===== src/rtl/arb_pkg.sv =====
// Shared types and helpers for the round-robin 4:1 mux arbiter.
//   NUM_REQ : number of requesters (4)
//   SEL_W   : width of the mux select / requester index (2)
//   state_t : arbiter state (IDLE, GRANT)
//   next_rr : cyclic first-set-bit search starting at ptr
package arb_pkg;

  localparam int unsigned NUM_REQ = 4;
  localparam int unsigned SEL_W   = 2;

  typedef enum logic {
    IDLE  = 1'b0,
    GRANT = 1'b1
  } state_t;

  // Result of a round-robin pick: winning index plus whether anyone requested.
  typedef struct packed {
    logic             found;
    logic [SEL_W-1:0] idx;
  } rr_pick_t;

  // Scan ptr, ptr+1, ... (mod NUM_REQ); walking k downwards lets the
  // smallest offset overwrite any later candidate.
  function automatic rr_pick_t next_rr(input logic [NUM_REQ-1:0] req,
                                       input logic [SEL_W-1:0]   ptr);
    rr_pick_t         pick;
    logic [SEL_W-1:0] cand;
    pick.found = 1'b0;
    pick.idx   = '0;
    for (int k = NUM_REQ - 1; k >= 0; k--) begin
      cand = ptr + SEL_W'(k);
      if (req[cand]) begin
        pick.found = 1'b1;
        pick.idx   = cand;
      end
    end
    return pick;
  endfunction

endpackage


===== src/rtl/mux4_bus.sv =====
// Combinational 4:1 data mux.
//   sel         : select (0..3)
//   d0..d3      : DW-bit data inputs
//   y           : selected data
module mux4_bus
  import arb_pkg::*;
#(
  parameter int unsigned DW = 8
) (
  input  logic [SEL_W-1:0] sel,
  input  logic [DW-1:0]    d0,
  input  logic [DW-1:0]    d1,
  input  logic [DW-1:0]    d2,
  input  logic [DW-1:0]    d3,
  output logic [DW-1:0]    y
);

  // Select one of four slices.
  always_comb begin
    y = d0;
    case (sel)
      2'd0:    y = d0;
      2'd1:    y = d1;
      2'd2:    y = d2;
      default: y = d3;
    endcase
  end

endmodule


===== src/rtl/rr_mux4_arbiter.sv =====
// Round-robin arbiter owning a shared 4:1 data mux. One requester holds the
// grant for a whole burst (terminated by a last beat); the granted stream is
// passed downstream through a valid/ready handshake.
// Optional build macro: ARB_TIMEOUT_EN - forced release after TIMEOUT
// consecutive-or-not grant cycles without a request from the owner.
//   clk, rst   : clock, synchronous active-high reset
//   req, last  : per-requester valid and last-beat flag
//   data_in    : packed requester data, slice i = data_in[i*DW +: DW]
//   gnt, sel   : registered one-hot grant and mux select
//   out_data, out_valid, out_last : muxed stream (combinational)
//   out_ready  : downstream accept
//   busy       : high while a grant is held
//   timeout    : one-cycle forced-release pulse (0 without ARB_TIMEOUT_EN)
module rr_mux4_arbiter
  import arb_pkg::*;
#(
  parameter int unsigned DW      = 8,
  parameter int unsigned TIMEOUT = 16
) (
  input  logic                 clk,
  input  logic                 rst,
  input  logic [NUM_REQ-1:0]   req,
  input  logic [NUM_REQ-1:0]   last,
  input  logic [NUM_REQ*DW-1:0] data_in,
  output logic [NUM_REQ-1:0]   gnt,
  output logic [SEL_W-1:0]     sel,
  output logic [DW-1:0]        out_data,
  output logic                 out_valid,
  output logic                 out_last,
  input  logic                 out_ready,
  output logic                 busy,
  output logic                 timeout
);

  // A zero timeout would release a grant before it could ever be used.
  if (TIMEOUT == 0) begin : g_timeout_range
    $error("rr_mux4_arbiter: TIMEOUT must be nonzero");
  end

  state_t               state_q, state_d;
  logic [SEL_W-1:0]     ptr_q, ptr_d;
  logic [NUM_REQ-1:0]   gnt_d;
  logic [SEL_W-1:0]     sel_d;
  logic                 busy_d;
  logic                 beat;
  rr_pick_t             pick;

`ifdef ARB_TIMEOUT_EN
  localparam int unsigned TO_W = $clog2(TIMEOUT + 1);
  logic [TO_W-1:0]      cnt_q, cnt_d;
  logic                 timeout_d;
`else
  assign timeout = 1'b0;
`endif

  // Shared data mux driven by the registered select.
  mux4_bus #(.DW(DW)) u_mux (
    .sel (sel),
    .d0  (data_in[0*DW +: DW]),
    .d1  (data_in[1*DW +: DW]),
    .d2  (data_in[2*DW +: DW]),
    .d3  (data_in[3*DW +: DW]),
    .y   (out_data)
  );

  assign out_valid = (state_q == GRANT) & req[sel];
  assign out_last  = (state_q == GRANT) & last[sel];
  assign beat      = out_valid & out_ready;
  assign pick      = next_rr(req, ptr_q);

  // Next-state and next-output logic.
  always_comb begin
    state_d = state_q;
    ptr_d   = ptr_q;
    gnt_d   = gnt;
    sel_d   = sel;
    busy_d  = busy;
`ifdef ARB_TIMEOUT_EN
    cnt_d     = cnt_q;
    timeout_d = 1'b0;
`endif
    case (state_q)
      IDLE: begin
        if (pick.found) begin
          state_d = GRANT;
          gnt_d   = NUM_REQ'(1) << pick.idx;
          sel_d   = pick.idx;
          busy_d  = 1'b1;
`ifdef ARB_TIMEOUT_EN
          cnt_d   = '0;
`endif
        end
      end
      GRANT: begin
        if (beat && out_last) begin
          state_d = IDLE;
          gnt_d   = '0;
          sel_d   = '0;
          busy_d  = 1'b0;
          ptr_d   = sel + SEL_W'(1);
`ifdef ARB_TIMEOUT_EN
          cnt_d   = '0;
`endif
        end
`ifdef ARB_TIMEOUT_EN
        else if (beat) begin
          cnt_d = '0;
        end else if (!req[sel]) begin
          // This idle cycle brings the count to TIMEOUT: release now.
          if (cnt_q == TO_W'(TIMEOUT - 1)) begin
            state_d   = IDLE;
            gnt_d     = '0;
            sel_d     = '0;
            busy_d    = 1'b0;
            ptr_d     = sel + SEL_W'(1);
            cnt_d     = '0;
            timeout_d = 1'b1;
          end else begin
            cnt_d = cnt_q + TO_W'(1);
          end
        end
`endif
      end
      default: begin
        state_d = IDLE;
        gnt_d   = '0;
        sel_d   = '0;
        busy_d  = 1'b0;
      end
    endcase
  end

  // State and output registers.
  always_ff @(posedge clk) begin
    if (rst) begin
      state_q <= IDLE;
      ptr_q   <= '0;
      gnt     <= '0;
      sel     <= '0;
      busy    <= 1'b0;
`ifdef ARB_TIMEOUT_EN
      cnt_q   <= '0;
      timeout <= 1'b0;
`endif
    end else begin
      state_q <= state_d;
      ptr_q   <= ptr_d;
      gnt     <= gnt_d;
      sel     <= sel_d;
      busy    <= busy_d;
`ifdef ARB_TIMEOUT_EN
      cnt_q   <= cnt_d;
      timeout <= timeout_d;
`endif
    end
  end

endmodule

===== config.mk =====
export PLATFORM = sky130hd
export DESIGN_NAME = rr_mux4_arbiter
export DESIGN_NICKNAME = d
export VERILOG_FILES = /design/src/rtl/arb_pkg.sv /design/src/rtl/mux4_bus.sv /design/src/rtl/rr_mux4_arbiter.sv
export SDC_FILE = /design/constraint.sdc
export NUM_CORES = 1
export LEC_CHECK = 0
export BUFFER_PORTS_ARGS = -buffer_cell sky130_fd_sc_hd__buf_2
export CAP_MARGIN = 20
export CORE_MARGIN = 8
export CORE_UTILIZATION = 40
export CTS_BUF_LIST = sky130_fd_sc_hd__clkbuf_8
export DETAILED_ROUTE_END_ITERATION = 8
export HOLD_SLACK_MARGIN = 0.05
export PLACE_DENSITY = 0.79
export SETUP_SLACK_MARGIN = 0.5
export SLEW_MARGIN = 0
export SYNTH_ARGS = -nofsm -noshare
export SYNTH_HDL_FRONTEND = slang
export SYNTH_SLANG_ARGS = --single-unit

===== constraint.sdc =====
create_clock -name clk -period 2 [get_ports clk]
set_input_delay 0.1 -clock clk [delete_from_list [all_inputs] [get_ports clk]]
set_output_delay 0.1 -clock clk [all_outputs]
set_load 0.01 [all_outputs]

# == Word-level counts from Yosys, hierarchy flattened ==
# Cells that the tools add are included.
# totals
register_bits,10
input_bits,43
output_inout_bits,18
wordCells,56
# classes
n_addsub,4
order_cmp,5
eq_ne,4
shifts,1
mux,29
bitwise,4
n_reduce_logical,4
# op_table
cell,count
$pmux W8 S3,1
$lt A2 B3 Y1 const B,5
$bmux W1 S2,6
$mux W3,4
$mux W1,10
$mux W4,2
$pmux W4 S2,1
$add A2 B1 Y2 const B,2
$add A2 B2 Y2 const B,2
$mux W2,2
$pmux W1 S2,2
$pmux W2 S2,1
$reduce_and A2 Y1,2
$shl A1 B2 Y4 const A,1
$and A1 B1 Y1,3
$eq A2 B1 Y1 const B,1
$eq A2 B2 Y1 const B,1
$logic_not A2 Y1,1
$ne A2 B1 Y1 const B,1
$ne A2 B2 Y1 const B,1
$logic_and A1 B1 Y1,1
$not A1 Y1,1

# == Logic depth before layout (Yosys ltp) ==
# logic_depth
ltp_word,10
mapped_depth,6
ltp_nobuf,5

# == By module ==
# A second synthesis with hierarchy kept.
# hier_totals
cells_unflattened,72
hier_area_um2,799.5
# by_module_without_submodules
mod,n_inst,cells_per_inst,area_each_um2,seq_area_each_um2
rr_mux4_arbiter,1,62,603.1,200.2
mux4_bus,1,10,196.4,0.0

# == Worst setup path after synthesis ==
# No wires, ideal clock.
# synth_path
kind,reg-to-output
start,register sel[0]
end,output out_data[0]
t_arrival_ns,1.419
required_ns,1.900
slack_ns,0.481
stages_incl_launch_ff,6
n_path_buf,1
path_cell_list,dfxtp_1 inv_1 ha_1 clkbuf_1 a222oi_1 mux2i_1
# synth_between
elab_chain_len,2
elab_cells_between_ends,4
cone_classes,eq/ne (2); mux (1); reduce/logical (1)
# synth_lines
item,line,text
start: declaration,rr_mux4_arbiter.sv:26,"output logic [SEL_W-1:0] sel,"
start signal: assignment,rr_mux4_arbiter.sv:149,sel <= sel_d;
"$eq A2 B2 Y1, or another cell as far along",mux4_bus.sv:21,case (sel)
$pmux W8 S3 *,mux4_bus.sv:21,
end: declaration,rr_mux4_arbiter.sv:27,"output logic [DW-1:0] out_data,"
# Mark *: on every way between the ends. The rest lies on a longest branch, timed or not.

# == Worst setup path after layout ==
# layout_path
start,register sel[1]
end,output out_data[1]
# Same word-level chain as after synthesis.

==> results.cfg <==
[sta]
whs_ns = 0.1527
setup_viol = 0
fmax_mhz = 642.0
final_hold_viol_count = 0
finalCritPeriodShare_pct = 77.88
final_max_slew_viol_count = 0
tns_ns = 0
clock-skew-final_ns = 0.0009039
period_minus_slack_ns = 1.558
rsz0062_at_grt = yes

[logic_synthesis]
synthArstFlopShare_pct = 0
synth_top_area_share_pct = 23.29
synth_edf_count = 0
synth_top_area_cell = dfxtp_1
synthFlopType = dfxtp_1
synth.most_common_cell = mux2i_1
syn_inst = 106
synth.ff_latch_count = 10
synth_common_cells = mux2i_1 (14), inv_1 (11), nor2_1 (11)
ys_types = 29
syn_area_um2 = 859.6
synth.avg_cell_area_um2 = 8.109
synth_area_leaders = dfxtp_1 (23%), mux2i_1 (16%), a222oi_1 (9.3%)
yosysWarnings = 0
ys_seq_area_share_pct = 23.29
synth.net_count = 153

[finish]
multi_input_area_um2 = 640.6
fin_nets = 213
regArea_um2 = 207.7
postLayoutCellArea_mm2 = 0.001309
num_antenna_cells = 0
final_cells = 192
n_fill_cell = 181
area_delta_synth_final_pct = 52.26
layout-drive-gt1-share_pct = 50.30

[placed_design]
postPlaceCellArea_mm2 = 0.001146
place.gp.congestion = 0.8325
numPortBuffers = 59
place.detailed.hpwl_um = 2263
dp_cells = 184

[floorplan]
ios = 61
dieArea_mm2 = 0.003888
start_util_pct = 42.94
row_count = 16
die_w_um = 62.36
coreArea_mm2 = 0.002002
die_h_um = 62.36

[min_path]
min_path_type = in2reg
worstHoldPathCells = 2
hold_path_end = gnt[2]
hold_start = rst

[critical_path]
reg2reg_depth = 6
cp-start-kind = flip-flop
worstSetupEndpointType = output pin
ff2ff_setup_slack_ns = 0.60
cp_slowest_cell = dfxtp_4
crit_type = reg2out
timing.rr.end = gnt[1]
reg2reg_from = sel[1]
crit_chain = inv_4 -> ha_4 -> a222oi_1 -> mux2i_1 -> buf_2
worstPathMaxFanout = 8
max_stage_delay_ns = 0.38
cp.required_ns = 1.90
arrival_ns = 1.46

[grt]
grt_pass1_vias = 1068
grt_pass1_wl_um = 4409
grt_overflow_total = 0
antenna_found_initial = 0
grt_max_degree = 11
grtUsageTotal_pct = 13.09

[pwr]
seqPwrFrac_pct = 31.1
internal_power_w = 0.0005064
ir_worst_vdd_mv = 0.6178
power_frac_clock_pct = 34.4
power.total_w = 0.0007205
powerDensity_mw_per_mm2 = 550.5
comb_power_share_pct = 34.4
switchingPower_w = 0.0002141
p_sw_share_pct = 29.71
leakage_nw = 0.6145

[clock_tree]
htreeDepth = 1
cts_tree = done
clock_tree.root_cell = clkbuf_8
cts_num_sinks = 10
clockBufferDepth = 2
cts_buffers = 3
clk_pin_slew_ns = 0.05
clkLatencyLatePin_ns = 0.23
ctsHoldBuffers = 0

[detailed_routing]
wire_per_inst_um = 14.88
drt_iter0_drc = 81
wirelength_um = 2856
first_pass_iters = 6
vias_per_cell = 5.375
vias = 1032
antenna_left = 0
drc = 0

[job]
maxCapViolCount = 0

[run_status]
status = finished, final reports clean
## cells in the final DEF (no fill, tap or decap), drive strengths merged, types with 2 or more instances in the layout
master / Yosys / layout
nor3: 3 / 3
a31oi: 2 / 2
a222oi: 8 / 8
mux2i: 14 / 14
o22ai: 2 / 2
nor4: 2 / 2
nor2: 11 / 11
a21oi: 8 / 8
dfxtp: 10 / 10
nand3: 2 / 2
nand2b: 6 / 6
nand2: 6 / 6
ha: 4 / 4
inv: 11 / 11
buf: 4 / 63
clkbuf: 4 / 4
a32oi: 2 / 2
## layout make-up
type / instances / share of cell area [%]
Multi-Input combinational cell: 77 / 48.95
Timing Repair Buffer: 63 / 24.86
Sequential cell: 10 / 15.87
Clock buffer: 4 / 4.206
Inverter: 11 / 3.537
Tap cell: 27 / 2.581
## power by group through the flow
stage | clock network [W] | registers (W) | logic, W
5_1_grt | 0.000265 | 0.000225 | 0.000270
2_1_floorplan | 0 | 0.000230 | 0.000130
3_5_place_dp | 0 | 0.000230 | 0.000219
4_1_cts | 0.000251 | 0.000224 | 0.000237
6_report | 0.000248 | 0.000224 | 0.000248
3_3_place_gp | 0 | 0.000229 | 0.000214
## routing by layer
metal	wire length, um	track usage, %	share of wire, %
met1	1102	13.24	39
met4	26	3.419	0.91
met5	0	0	0
met2	1455	24.45	51
met3	270	4.839	9.5
## worst max-delay path: cells and delay by family (launching register included)
family                     cells  cell delay [ns]
adders and majority gates      1             0.18
muxes                          1             0.11
DFF                            1             0.38
AOI/OAI and AO/OA              1             0.35
buffers and inverters          2             0.20
## what timing repair did
item                                    4_1_cts  5_1_grt
gates resized for setup                      12        6
buffers inserted                              4        0
pin swaps                                     5        7
endpoints found under the setup margin        8       13
## cell families (layout without fill, tap and decap cells)
family | Yosys count | after routing | share of synthesized area, %
and+or+nand+nor | 33 | 33 | 20.53
AOI/OAI and AO/OA | 25 | 25 | 23.58
buffers and inverters | 19 | 78 | 10.04
muxes | 14 | 14 | 16.30
DFF | 10 | 10 | 23.29
adders and majority gates | 4 | 4 | 5.823
other | 1 | 1 | 0.4363
## sequential cells by signal (all words and copies together), names as in the netlist
name and count:
state_q 1, gnt 4, busy 1, ptr_q 2, sel 2
## through the flow
stage	worst slack, ns	util (%)
detailed placement	0.4426	57.25
global placement	0.4936	57.25
floorplan	0.5562	-
finish	0.4424	65.38
CTS	0.4362	63.50
global route	0.3587	65.38
## worst max-delay path by stage
stage / startpoint / endpoint / slack [ns] / depth (start not counted)
global route: sel[1] / out_data[4] / 0.36 / 5
floorplan: sel[1] / out_data[0] / 0.56 / 6
CTS: sel[1] / out_data[7] / 0.44 / 5
finish: sel[1] / out_data[1] / 0.44 / 5
detailed placement: sel[0] / out_data[7] / 0.44 / 5
global placement: sel[0] / out_data[4] / 0.49 / 5
(Power assumes the default switching activity.)
